==> src/rtl/mux4_sel_ctrl.sv <==
// rtl/mux4_sel_ctrl.sv - burst round-robin select controller feeding a mux4 (option: MUX4_SEL_FIXED_PRIO_EN)
module mux4_sel_ctrl #(
  parameter int BURST = 4
) (
  input  logic       clk,
  input  logic       rst,
  input  logic [3:0] req,
  input  logic       out_ready,
  output logic [1:0] sel,
  output logic       valid,
  output logic [3:0] grant,
  output logic       last
);

  localparam int CW = (BURST > 1) ? $clog2(BURST) : 1;
  localparam logic [CW-1:0] CNT_LAST = CW'(BURST - 1);

  typedef enum logic {IDLE = 1'b0, BUSY = 1'b1} state_t;

  state_t        state, state_n;
  logic [1:0]    sel_n;
  logic [CW-1:0] cnt, cnt_n;
  logic          valid_n, last_n;
  logic [3:0]    grant_n;
  logic          expiry, burst_end;

`ifdef MUX4_SEL_FIXED_PRIO_EN
  function automatic logic [1:0] pick_fixed(input logic [3:0] r);
    logic [1:0] w;
    w = 2'd0;
    for (int k = 3; k >= 0; k--) begin
      if (r[k]) w = 2'(k);
    end
    return w;
  endfunction
`else
  logic [1:0] ptr, ptr_n;
  logic [3:0] cand;

  // Search ptr+1, ptr+2, ptr+3, ptr; iterating downward lets the nearest hit win.
  function automatic logic [1:0] pick_rr(input logic [3:0] r, input logic [1:0] p);
    logic [1:0] w;
    logic [1:0] idx;
    w = p;
    for (int k = 4; k >= 1; k--) begin
      idx = p + 2'(k);
      if (r[idx]) w = idx;
    end
    return w;
  endfunction
`endif

  always_comb begin
    state_n   = state;
    sel_n     = sel;
    cnt_n     = cnt;
    expiry    = (state == BUSY) && out_ready && (cnt == CNT_LAST);
    burst_end = (state == BUSY) && (expiry || !req[sel]);
`ifndef MUX4_SEL_FIXED_PRIO_EN
    ptr_n     = ptr;
    cand      = req & ~(4'b0001 << sel);
`endif
    case (state)
      IDLE: begin
        if (|req) begin
          state_n = BUSY;
          cnt_n   = '0;
`ifdef MUX4_SEL_FIXED_PRIO_EN
          sel_n   = pick_fixed(req);
`else
          sel_n   = pick_rr(req, ptr);
`endif
        end
      end
      BUSY: begin
        if (burst_end) begin
          cnt_n = '0;
`ifdef MUX4_SEL_FIXED_PRIO_EN
          if (|req) sel_n = pick_fixed(req);
          else      state_n = IDLE;
`else
          ptr_n = sel;
          // With no other requester, a still-requesting channel can only be here on expiry: keep it.
          if (|cand)         sel_n = pick_rr(cand, sel);
          else if (!req[sel]) state_n = IDLE;
`endif
        end else if (out_ready) begin
          cnt_n = cnt + CW'(1);
        end
      end
      default: state_n = IDLE;
    endcase
    valid_n = (state_n == BUSY);
    grant_n = valid_n ? (4'b0001 << sel_n) : 4'b0000;
    last_n  = valid_n && (cnt_n == CNT_LAST);
  end

  always_ff @(posedge clk) begin
    if (rst) begin
      state <= IDLE;
      sel   <= 2'd0;
      cnt   <= '0;
      valid <= 1'b0;
      grant <= 4'b0000;
      last  <= 1'b0;
`ifndef MUX4_SEL_FIXED_PRIO_EN
      ptr   <= 2'd3;
`endif
    end else begin
      state <= state_n;
      sel   <= sel_n;
      cnt   <= cnt_n;
      valid <= valid_n;
      grant <= grant_n;
      last  <= last_n;
`ifndef MUX4_SEL_FIXED_PRIO_EN
      ptr   <= ptr_n;
`endif
    end
  end

endmodule

==> config.mk <==
export PLATFORM = sky130hd
export DESIGN_NAME = mux4_sel_ctrl
export DESIGN_NICKNAME = d
export VERILOG_FILES = /design/src/rtl/mux4_sel_ctrl.sv
export SDC_FILE = /design/constraint.sdc
export NUM_CORES = 1
export LEC_CHECK = 0
export ABC_AREA = 1
export BUFFER_PORTS_ARGS = -buffer_cell sky130_fd_sc_hd__clkbuf_2
export CAP_MARGIN = 20
export CORE_MARGIN = 2
export CORE_UTILIZATION = 50
export DETAILED_ROUTE_END_ITERATION = 8
export PLACE_DENSITY_LB_ADDON = 0.12
export SETUP_SLACK_MARGIN = 0.1
export SLEW_MARGIN = 40
export SYNTH_ARGS = -nofsm -noshare
export SYNTH_HDL_FRONTEND = slang
export SYNTH_SLANG_ARGS = --single-unit
==> constraint.sdc <==
create_clock -name clk -period 5.15 [get_ports clk]
set_input_delay 0.515 -clock clk [delete_from_list [all_inputs] [get_ports clk]]
set_output_delay 0.515 -clock clk [all_outputs]
set_load 0.005 [all_outputs]
==> flow_metrics.tcl <==
set metrics [dict create \
    met3_length_um 65 \
    slew_viol_final 0 \
    cts_htree_levels 1 \
    cts_sinks 12 \
    detail_route.wirelength_mm 2.04 \
    ys_seq_area_share_pct 24.2 \
    worstReg2RegStart "sel[0]" \
    synth_nets 172 \
    rsz0062_at_grt "no" \
    clock.fmax_mhz 491 \
    grt_pass1_vias 962 \
    place.port_buffers 14 \
    post_cts.repair.setup_buffers 0 \
    ant_nets 0 \
    die_area_um2 2360 \
    hold_path_class "in -> reg" \
    initial_core_util_pct 51.6 \
    tns_ps 0 \
    dp_hpwl_mm 1.66 \
    period_share_pct 39.6 \
    yosysWarnings 0 \
    insertion_delay_ps 270 \
    ios 15 \
    diodes 0 \
    min-delay-start "rst" \
    critPathKind "reg -> reg" \
    path_clk_slew_ps 70 \
    layout.nets 188 \
    hold_buffers 0 \
    viasPerCell 4.90 \
    synthFlopType "dfxtp_1" \
    ff2ff_setup_slack_ps 3110 \
    gr-total-overflow 0 \
    avgSynthCellArea_um2 6.20 \
    drive_above_1_share_pct 19.4 \
    clock-root-buffer "clkbuf_4" \
    synth_cell_types 28 \
    worstSetupEndpointType "register" \
    vdd.ir_drop.worst_mv 0.284 \
    top_layer "met4" \
    critPathLaunchType "register" \
    wl_per_cell_um 10.1 \
    postSynth.asyncResetShare_pct 0 \
    synth_edf_count 0 \
    post-place-ws_ps 3120 \
    holdPathStages 2 \
    synth_cells 160 \
    worstMarginPinSlew_ps 484 \
    grt_pass1_wl_mm 3.84 \
    die_x_um 48.5 \
    worst_r2r_endpoint "grant[3]" \
    drt-met1-wl_um 965 \
    final-setup-viol-count 0 \
    syn2layout_area_growth_pct 11.5 \
    drv_cap 0 \
    max_slew_margin_pct 67.7 \
    fin_crit_ps 2040 \
    power_density_nw_per_um2 411 \
    num_vias 990 \
    die_h_um 48.5 \
    leakage_nw 0.632 \
    critPathMaxFanout 12 \
    netlist_area_um2 992 \
    min_to "sel[1]" \
    status "finished clean" \
    std_cell_rows 16 \
    core-area_um2 1920 \
    ctsResizeCount 0 \
    r2r_cells 11 \
    drtIter0Drc 11 \
    antenna_found_initial 0 \
    cts_buffers 3 \
    fin_worst_skew_ps 6.49 \
    clock_path_buffers 2 \
    grt_max_degree 13 \
    drtPass1Iterations 4 \
    grtUsageTotal_pct 20.4 \
    gp_congestion 0.887 \
    synth_seq_cells 12 \
    wl_met2_um 963 \
    finalHoldViolations 0 \
    drc 0 \
    cp_data_arrival_time_ps 2200 \
    cts_tree "done" \
    setup_ws_ps 3110 \
    worstPathRequired_ps 5320 \
]
## cells in the mapped netlist, drive strengths merged, types with 2 or more instances
| master | instances | area [µm²] |
|---|---|---|
| a21oi | 4 | 27.5 |
| buf | 2 | 22.5 |
| dfxtp | 12 | 240 |
| ha | 5 | 62.6 |
| inv | 25 | 98.9 |
| nand2 | 57 | 219 |
| nand3 | 21 | 120 |
| nand4 | 2 | 12.5 |
| nor2 | 16 | 62.6 |
| o211ai | 2 | 15.0 |
| o21ai | 5 | 28.8 |
| xor2 | 2 | 25.0 |
## power breakdown
part / total (W) / switching, W / internal (W) / leakage [nW]
sequential: 0.000138 / 0.0000263 / 0.000111 / 0.0986
combinational: 0.000245 / 0.000152 / 0.0000928 / 0.513
clock: 0.0000721 / 0.0000291 / 0.0000430 / 0.0210
total: 0.000455 / 0.000207 / 0.000247 / 0.632
## flip-flops by register name (all words and copies together) (netlist names)
register and cells:
last 1, sel 2, grant 4, cnt 2
state 1, ptr 2
## worst max path at each step
| stage | start | endpoint | slack (ps) | depth (start not counted) |
|---|---|---|---|---|
| floorplan | sel[0] | grant[1] | 3450 | 12 |
| global placement | sel[0] | grant[1] | 3140 | 11 |
| detailed placement | sel[0] | sel[0] | 3120 | 11 |
| CTS | sel[0] | sel[0] | 3110 | 11 |
| global route | sel[0] | sel[0] | 2860 | 14 |
| finish | sel[0] | grant[3] | 3110 | 11 |
## metal layers
| layer | vias to the layer above | GRT usage, % |
|---|---|---|
| li1 | 536 | - |
| met1 | 431 | 25.0 |
| met2 | 19 | 36.6 |
| met3 | 4 | 0.926 |
| met4 | 0 | 10.0 |
| met5 | - | 0 |
## area by class of cell
type | instances | area, µm²
fillers | 209 | 816
multi-input cells | 120 | 627
flip-flops and latches | 12 | 240
inverters | 25 | 98.8
repair buffers | 14 | 70.1
clock buffers | 4 | 36.3
well taps | 27 | 33.8
## through the flow
| step | utilization, % | hold WS [ps] | total power, W | instance area, µm² | instances |
|---|---|---|---|---|---|
| 4_1_cts | 57.6 | 447 | 0.000459 | 1110 | 202 |
| 3_5_place_dp | 55.7 | 536 | 0.000385 | 1070 | 198 |
| 2_1_floorplan | - | 491 | 0.000336 | 992 | 160 |
| 5_1_grt | 57.6 | 453 | 0.000509 | 1110 | 202 |
| 3_3_place_gp | 55.7 | 531 | 0.000382 | 1070 | 198 |
| 6_report | 57.6 | 453 | 0.000455 | 1110 | 202 |
## cell families (layout without fill, tap and decap cells)
group                      after synthesis  count (layout)  synth area share [%]
and+or+nand+nor                         99              99                  44.1
buffers and inverters                   28              43                  12.6
AOI/OAI and AO/OA                       13              13                  9.08
DFF                                     12              12                  24.2
adders and majority gates                5               5                  6.31
xor gates and xnor gates                 2               2                  2.52
muxes                                    1               1                  1.13
## worst max-delay path, cell delays in order, from the launching register on
cell,delay (ps)
dfxtp_1,620
inv_6,100
ha_1,360
inv_1,90
nand3_1,80
nand2_1,60
o21ai_2,190
nand3_1,110
nand2_1,90
nor2_1,50
nor2_2,120
nor2_1,60
## cell usage in the layout (no fill, tap or decap), types with 2 or more instances in the layout
cell	count
nor2_1	15
inv_1	21
nand4_1	2
nand3_2	3
o21ai_1	2
ha_1	5
a21oi_2	2
nand3_1	18
clkbuf_4	3
clkbuf_2	14
a21oi_1	2
nand2_2	2
dfxtp_1	12
inv_2	3
o211ai_1	2
o21ai_0	2
nand2_1	55
No activity file was read; power rests on OpenSTA's default activity.
